### src/rtl/dac_bus_capture.sv
// De-interleaves a dual-channel DAC sample bus into channel A/B pairs,
// converts offset binary to two's complement and supervises link health.
module dac_bus_capture #(
   parameter int DW            = 14,
   parameter int TIMEOUT       = 1024,
   parameter bit OFFSET_BINARY = 1'b1
) (
   input  logic          clk,
   input  logic          rst,
   input  logic [DW-1:0] din,
   input  logic          daclk_in,
   input  logic          ws_in,
   output logic [DW-1:0] dout_a,
   output logic [DW-1:0] dout_b,
   output logic          dout_valid,
   output logic          seq_err,
   output logic          link_up,
   output logic [15:0]   pair_cnt
);

   localparam int             WDW    = $clog2(TIMEOUT + 1);
   localparam logic [WDW-1:0] WD_MAX = WDW'(TIMEOUT);

   typedef enum logic {WAIT_A, WAIT_B} state_t;

   logic [DW-1:0]  r_din_s1, r_din_s2;
   logic           r_ws_s1, r_ws_s2;
   logic           r_clk_s1, r_clk_s2, r_clk_s3;
   state_t         r_state;
   logic [DW-1:0]  r_a_hold;
   logic [WDW-1:0] r_wd;
   logic [DW-1:0]  r_dout_a, r_dout_b;
   logic           r_dout_valid, r_seq_err, r_link_up;
   logic [15:0]    r_pair_cnt;

   logic           w_edge;
   logic           w_expire;
   logic [DW-1:0]  w_conv;
   logic [WDW-1:0] w_wd_next;

   // NOTE: every signal assigned in always_comb gets a default first, so no path can infer a latch.
   always_comb begin
      w_edge = r_clk_s2 & ~r_clk_s3;
      w_conv = r_din_s2;
      if (OFFSET_BINARY)
         w_conv = {~r_din_s2[DW-1], r_din_s2[DW-2:0]};
      w_wd_next = r_wd;
      if (w_edge)
         w_wd_next = '0;
      else if (r_wd != WD_MAX)
         w_wd_next = r_wd + WDW'(1);
      // An edge landing on the expiry cycle keeps the link alive.
      w_expire = ~w_edge && (w_wd_next == WD_MAX);
   end

   // NOTE: sequential state uses non-blocking assignments so every flop samples pre-edge values.
   always_ff @(posedge clk) begin
      if (rst) begin
         r_din_s1     <= '0;
         r_din_s2     <= '0;
         r_ws_s1      <= 1'b0;
         r_ws_s2      <= 1'b0;
         r_clk_s1     <= 1'b0;
         r_clk_s2     <= 1'b0;
         r_clk_s3     <= 1'b0;
         r_state      <= WAIT_A;
         r_a_hold     <= '0;
         r_wd         <= '0;
         r_dout_a     <= '0;
         r_dout_b     <= '0;
         r_dout_valid <= 1'b0;
         r_seq_err    <= 1'b0;
         r_link_up    <= 1'b0;
         r_pair_cnt   <= '0;
      end else begin
         r_din_s1     <= din;
         r_din_s2     <= r_din_s1;
         r_ws_s1      <= ws_in;
         r_ws_s2      <= r_ws_s1;
         r_clk_s1     <= daclk_in;
         r_clk_s2     <= r_clk_s1;
         r_clk_s3     <= r_clk_s2;
         r_wd         <= w_wd_next;
         r_dout_valid <= 1'b0;
         r_seq_err    <= 1'b0;

         if (w_edge) begin
            case (r_state)
               WAIT_A: begin
                  if (!r_ws_s2) begin
                     r_a_hold <= w_conv;
                     r_state  <= WAIT_B;
                  end else begin
                     r_seq_err <= 1'b1;
                  end
               end
               WAIT_B: begin
                  if (r_ws_s2) begin
                     r_dout_a     <= r_a_hold;
                     r_dout_b     <= w_conv;
                     r_dout_valid <= 1'b1;
                     r_pair_cnt   <= r_pair_cnt + 16'd1;
                     r_link_up    <= 1'b1;
                     r_state      <= WAIT_A;
                  end else begin
                     // Resynchronise on the newest A sample.
                     r_seq_err <= 1'b1;
                     r_a_hold  <= w_conv;
                  end
               end
               default: r_state <= WAIT_A;
            endcase
         end else if (w_expire) begin
            r_link_up <= 1'b0;
            r_state   <= WAIT_A;
            r_a_hold  <= '0;
         end
      end
   end

   assign dout_a     = r_dout_a;
   assign dout_b     = r_dout_b;
   assign dout_valid = r_dout_valid;
   assign seq_err    = r_seq_err;
   assign link_up    = r_link_up;
   assign pair_cnt   = r_pair_cnt;

endmodule

### config.mk
export PLATFORM = sky130hd
export DESIGN_NAME = dac_bus_capture
export DESIGN_NICKNAME = d
export VERILOG_FILES = /design/src/rtl/dac_bus_capture.sv
export SDC_FILE = /design/constraint.sdc
export NUM_CORES = 1
export LEC_CHECK = 0
export CORE_UTILIZATION = 45
export CTS_CLUSTER_DIAMETER = 40
export DETAILED_ROUTE_END_ITERATION = 6
export PLACE_DENSITY = 0.72
export REMOVE_ABC_BUFFERS = 1
export SKIP_CTS_REPAIR_TIMING = 1
export SYNTH_ARGS = -nofsm -noshare
export SYNTH_HDL_FRONTEND = slang
export SYNTH_SLANG_ARGS = --single-unit
### constraint.sdc
create_clock -name clk -period 4.1 [get_ports clk]
set_input_delay 0.82 -clock clk [delete_from_list [all_inputs] [get_ports clk]]
set_output_delay 0.82 -clock clk [all_outputs]
set_load 0.02 [all_outputs]
==> flow_summary.yaml, run 1 <==
critical_path:
  worst-path-stages: 7
  cp-end-kind: "register"
  cp_max_fo: 16
  reg2reg_to: "r_a_hold[5]"
  cp_data_arrival_time_ns: 3.04
  cpPeakStageDelay_ns: 0.83
  cp.required_ns: 4.30
  r2r_cells: 7
  crit_buf_inv: 0
  crit_top_cell: "and4_1"
  startpoint_type: "register"
  r2r-start: "r_wd[0]"
  cp_cell_sequence: "ha_1 -> and4_1 -> and4_1 -> nand3_1 -> xor2_1 -> nor4_4 -> o21ai_0"
  crit_type: "register to register"
  crit_family: "simple AND/OR/NAND/NOR gates"
  slowest_stage: "nor4_4"
  reg2reg_slack_ns: 1.26
run:
  maxCapViolations: 0
yosys:
  yosys_warnings: 0
  synth_cell_types: 39
  synthMostInstantiatedCell: "dfxtp_1"
  synthTopCellsByCount: "dfxtp_1, nand2_1, a21oi_1"
  synthArstFlopShare_pct: 0
  ys_ff_latch: 106
  ys_seq_area_share_pct: 53.30
  synth_area_um2: 3981
  syn_avg_cell_area_um2: 9.368
  synth_enable_flop_cells: 0
  synth_top_area_share_pct: 53.30
  synthCells: 425
  ys.flop_type: "dfxtp_1"
  yosys.area.top_type: "dfxtp_1"
  synth.area.top_cells: "dfxtp_1, nand2_1, nand3b_1"
routing:
  viasPerCell: 5.027
  drcViolationCount: 0
  ant_nets: 0
  wire_per_inst_um: 12.67
  num_vias: 2926
  drt_iter0_drc: 95
  dr.pass1.iters: 4
  drt_wl_total_um: 7375
global_route:
  grt_max_degree: 83
  grt_pass1_wl_um: 12350
  grt_pass1_vias: 2730
  globalRouteTotalUtil_pct: 17.21
  grt-ovfl-total: 0
  antenna_found_initial: 0
cts:
  clk_pin_slew_ns: 0.10
  cts.sinks: 106
  cts_max_path_buffers: 2
  cts_inserted_buffers: 9
  cts_tree: "yes"
  clock_latency_ns: 0.37
  cts-root-buf: "clkbuf_8"
  ctsHtreeMaxLevel: 3
die:
  std_cell_rows: 33
  die_area_um2: 9228
  ios: 65
  chipWidth_um: 96.06
  dieHeight_um: 96.06
  initial_utilization_pct: 47.50
  coreArea_um2: 8382
sta:
  report.final.slew_viol_count: 0
  relSlewSlack_pct: 26.79
  max_freq_mhz: 352.1
  hold_viol_final: 0
  clock_skew_ns: 0.01328
  fin_ws_ns: 1.260
  min_period_ns: 2.840
  tns_ns: 0
  rsz0062_at_grt: "no"
  setup_viol: 0
  layout_worst_path_cycle_share_pct: 69.28
  tightest_slew_ns: 1.090
worst_hold_path:
  hold_path_class: "register to register"
  min_from: "r_din_s1[13]"
  hold_end: "r_din_s2[13]"
  holdPathStages: 1
pwr:
  p_leak_nw: 1.661
  intPower_mw: 1.313
  seq_power_share_pct: 61.6
  pwr-share-clk_pct: 34.2
  switching_share_pct: 23.64
  p_sw_uw: 406.6
  ir_worst_vdd_mv: 0.1795
  p_comb_share_pct: 4.2
  pwr_density_cell_nw_per_um2: 357.9
placed_design:
  pre_cts_slack_ns: 1.246
  portBuffers: 64
  place_inst: 567
  gp_congestion: 0.7622
  dp_hpwl_um: 4651
cells_and_area:
  layout-drive-gt1-share_pct: 6.499
  antenna-diode-count: 0
  nNetsFinal: 495
  layout.cells.non_filler: 582
  final_util_pct: 57.32
  synthToLayoutAreaGrowth_pct: 20.68
outcome:
  outcome: "completed"
[routing by layer]
metal | global-route usage [%] | wire length [um] | share of wire (%) | up-vias
met1 | 22.73 | 3704 | 50 | 1348
met2 | 27.54 | 3237 | 44 | 63
met3 | 3.239 | 328 | 4.4 | 11
met5 | 0 | 0 | 0 | -
li1 | - | - | - | 1504
met4 | 7.090 | 104 | 1.4 | 0
[final cells by class]
type | count | area (um2)
Fill cell | 751 | 3577
Timing Repair Buffer | 66 | 653.1
Tap cell | 105 | 131.4
Clock inverter | 6 | 51.30
Inverter | 3 | 11.26
Clock buffer | 9 | 123.9
Sequential cell | 106 | 2122
Multi-Input combinational cell | 287 | 1712
[layout by cell type (no fill, tap or decap), drive strengths merged, types with 2 or more instances in the layout]
cell | synthesis | final
nand3b | 29 | 29
and3 | 3 | 3
inv | 3 | 6
a31oi | 2 | 2
nor3 | 5 | 5
nand3 | 8 | 8
nor4 | 2 | 2
o21ai | 19 | 19
clkinv | 0 | 3
buf | 4 | 3
mux2i | 2 | 2
clkbuf | 25 | 9
xor2 | 15 | 15
clkdlybuf4s50 | 0 | 63
nor2 | 26 | 26
nand2b | 4 | 4
nor2b | 34 | 34
ha | 4 | 4
nand2 | 69 | 69
dfxtp | 106 | 106
and4 | 2 | 2
nand4 | 5 | 5
xnor2 | 8 | 8
or3 | 3 | 3
a21oi | 35 | 35
[metrics by stage]
step	hold slack [ns]	total power, mW	cell area (um2)
2_1_floorplan	0.4138	1.116	3845
3_3_place_gp	0.4165	1.155	4629
3_5_place_dp	0.4237	1.157	4629
4_1_cts	0.4450	1.740	4805
5_1_grt	0.4681	1.795	4805
6_report	0.4392	1.720	4805
[worst register-to-register path, cell delays in order, from the launching register on]
cell and delay (ns):
dfxtp_1 0.45, ha_1 0.27, and4_1 0.28, and4_1 0.29, nand3_1 0.11, xor2_1 0.20
nor4_4 0.83, o21ai_0 0.24
[how the worst max path moves through the flow]
stage                     startpoint           to  slack [ns]
after floorplan              r_wd[0]  r_a_hold[0]        1.71
after global placement       r_wd[0]  r_a_hold[1]        1.32
after detailed placement     r_wd[0]  r_a_hold[2]        1.25
after CTS                    r_wd[0]  r_a_hold[5]        1.19
after global routing         r_wd[0]  r_a_hold[5]        1.05
final                        r_wd[0]  r_a_hold[5]        1.26
[sequential cells by signal, indices dropped and copies added, names as in the netlist]
name / flops
r_state: 1
dout_b: 14
r_din_s2: 14
dout_valid: 1
r_din_s1: 14
r_clk_s1: 1
r_ws_s2: 1
seq_err: 1
r_clk_s2: 1
r_wd: 11
dout_a: 14
link_up: 1
pair_cnt: 16
r_a_hold: 14
r_ws_s1: 1
r_clk_s3: 1
[logic make-up (layout without fill, tap and decap cells)]
logic type,count (synthesis),in the layout,share of synthesized area [%]
multiplexers,2,2,0.5028
AO/OA/AOI/OAI,63,63,9.585
adder cells (fa/ha/maj),4,4,1.257
flip-flops,106,106,53.30
buffers and inverters,32,84,3.708
AND/OR/NAND/NOR,195,195,26.59
XOR/XNOR,23,23,5.060
[power by group through the flow]
stage	clock, mW	combinational [mW]	sequential [mW]
6_report	0.588	0.0725	1.06
5_1_grt	0.650	0.0818	1.06
4_1_cts	0.607	0.0738	1.06
3_5_place_dp	0	0.0735	1.08
3_3_place_gp	0	0.0728	1.08
2_1_floorplan	0	0.0357	1.08
No activity file was read; power rests on OpenSTA's default activity.
==> run 2: changes to the inputs <==
==> constraint.sdc (replaced) <==
create_clock -name clk -period 2.66 [get_ports clk]
set_input_delay 0.532 -clock clk [delete_from_list [all_inputs] [get_ports clk]]
set_output_delay 0.532 -clock clk [all_outputs]
set_load 0.02 [all_outputs]
==> run 2 against run 1 <==
Combinational power is 60% higher. Non-clock buffer count rose by 5. Flip-flop and latch count unchanged. Design area grew 1.3%. Routed wire length increased by 2.0%. Global-route usage is 0.80 points higher. Die area unchanged. Utilization increased by 0.72 points. Maximum frequency rose by 25%. Sequential power increased by 54%. Worst hold slack worse by 0.0064 ns.
==> flow_summary.yaml, run 2 (same netlist as run 1, synthesis figures left out) <==
cts:
  cts-root-buf: "clkbuf_8"
  cts.sinks: 106
  cts_max_path_buffers: 2
  ctsHtreeMaxLevel: 3
  clk_pin_slew_ns: 0.10
  cts_tree: "yes"
  clock_latency_ns: 0.36
  cts_inserted_buffers: 9
sta:
  clock_skew_ns: 0.01039
  hold_viol_final: 0
  report.final.slew_viol_count: 0
  setup_viol: 0
  relSlewSlack_pct: 53.34
  min_period_ns: 2.268
  layout_worst_path_cycle_share_pct: 85.25
  rsz0062_at_grt: "no"
  max_freq_mhz: 441.0
  tns_ns: 0
  tightest_slew_ns: 0.6999
placed_design:
  portBuffers: 64
  gp_congestion: 0.8149
  dp_hpwl_um: 4949
critical_path:
  crit_top_cell: "and4_1"
  crit_buf_inv: 1
  r2r_cells: 8
  slowest_stage: "dfxtp_1"
  cp_max_fo: 16
  reg2reg_to: "r_a_hold[2]"
  reg2reg_slack_ns: 0.39
  cp_cell_sequence: "ha_1 -> and4_1 -> and4_1 -> nand3_1 -> xor2_1 -> nor4_4 -> buf_4 -> o21ai_0"
  cp_data_arrival_time_ns: 2.51
  startpoint_type: "register"
  crit_type: "register to register"
  cp-end-kind: "register"
  crit_family: "simple AND/OR/NAND/NOR gates"
  r2r-start: "r_wd[0]"
  cpPeakStageDelay_ns: 0.45
  cp.required_ns: 2.90
die:
  initial_utilization_pct: 47.50
  dieHeight_um: 96.06
  ios: 65
  chipWidth_um: 96.06
  std_cell_rows: 33
  die_area_um2: 9228
  coreArea_um2: 8382
routing:
  drt_iter0_drc: 106
  drcViolationCount: 0
  ant_nets: 0
  dr.pass1.iters: 4
  viasPerCell: 4.995
  wire_per_inst_um: 12.82
  num_vias: 2932
  drt_wl_total_um: 7524
cells_and_area:
  nNetsFinal: 500
  layout-drive-gt1-share_pct: 7.469
  antenna-diode-count: 0
  final_cell_mix: "dfxtp_1, nand2_1, clkdlybuf4s50_1, a21oi_1, nor2b_1"
  fillCellCount: 779
  synthToLayoutAreaGrowth_pct: 22.19
  largest_reg_flops: 16
  regArea_um2: 2122
  final_common_cell: "dfxtp_1"
  multiInputGateArea_um2: 1712
worst_hold_path:
  min_from: "r_din_s1[1]"
  holdPathStages: 1
  hold_end: "r_din_s2[1]"
  hold_path_class: "register to register"
global_route:
  grt_pass1_vias: 2802
  grt_pass1_wl_um: 12940
  grt-ovfl-total: 0
  antenna_found_initial: 0
  globalRouteTotalUtil_pct: 18.00
  grt_max_degree: 48
pwr:
  ir_worst_vdd_mv: 0.4897
  p_leak_nw: 1.691
  pwr_density_cell_nw_per_um2: 551.9
  fin_total_pwr_mw: 2.685
run:
  maxCapViolations: 0
outcome:
  outcome: "completed"
[run 2: cell count changes in the layout (fill, tap and decap cells not counted), sizes merged]
cell	before	now
buf	3	8
clkinvlp	0	1
clkinv	3	1
clkbuf	9	10
[run 2: stage by stage]
step | worst slack, ns | cells | cell area, um2 | utilization, % | hold WS (ns)
detailed placement | 0.4041 | 572 | 4679 | 55.83 | 0.4218
CTS | 0.3901 | 587 | 4865 | 58.04 | 0.4379
global route | 0.2239 | 587 | 4865 | 58.04 | 0.4608
finish | 0.3925 | 587 | 4865 | 58.04 | 0.4329
floorplan | 0.2720 | 396 | 3845 | - | 0.4138
global placement | 0.4474 | 572 | 4679 | 55.83 | 0.4180
[run 2: final cells by class]
cell class / count / share of cell area [%]
clock buffers: 10 / 2.829
clock inverters: 5 / 0.9774
inverters: 3 / 0.2315
multi-input cells: 287 / 35.19
flip-flops and latches: 106 / 43.62
well taps: 105 / 2.701
repair buffers: 71 / 14.45
[run 2: how the worst max path moves through the flow]
stage               startpoint           end  slack (ns)  depth (start not counted)
CTS                    r_wd[0]   r_a_hold[2]        0.39                          9
detailed placement     r_wd[0]   r_a_hold[2]        0.40                          9
global placement       r_wd[0]  r_a_hold[13]        0.45                          8
finish                 r_wd[0]   r_a_hold[2]        0.39                          8
floorplan              r_wd[0]   r_a_hold[0]        0.27                          7
global route           r_wd[0]   r_a_hold[4]        0.22                          9
[run 2: report_power, final]
| group | leakage [nW] | internal [mW] | switching (mW) |
|---|---|---|---|
| Combinational | 0.737 | 0.0601 | 0.0560 |
| Sequential | 0.862 | 1.62 | 0.0159 |
| Clock | 0.0928 | 0.379 | 0.557 |
[run 2: worst register-to-register path, delay by kind of cell, from the launching register on]
| family | cells | cell delay [ns] |
|---|---|---|
| buf+inv | 1 | 0.28 |
| simple gates | 4 | 0.82 |
| flops | 1 | 0.45 |
| fa+ha+maj | 1 | 0.26 |
| xor+xnor | 1 | 0.20 |
| compound gates | 1 | 0.13 |
[run 2: per-layer routing]
metal	vias up	part of all wire (%)	global-route usage [%]
met5	-	0	0
met4	0	1.3	5.473
met3	9	4.2	5.766
met2	59	45	28.07
met1	1350	50	23.69
li1	1514	-	-
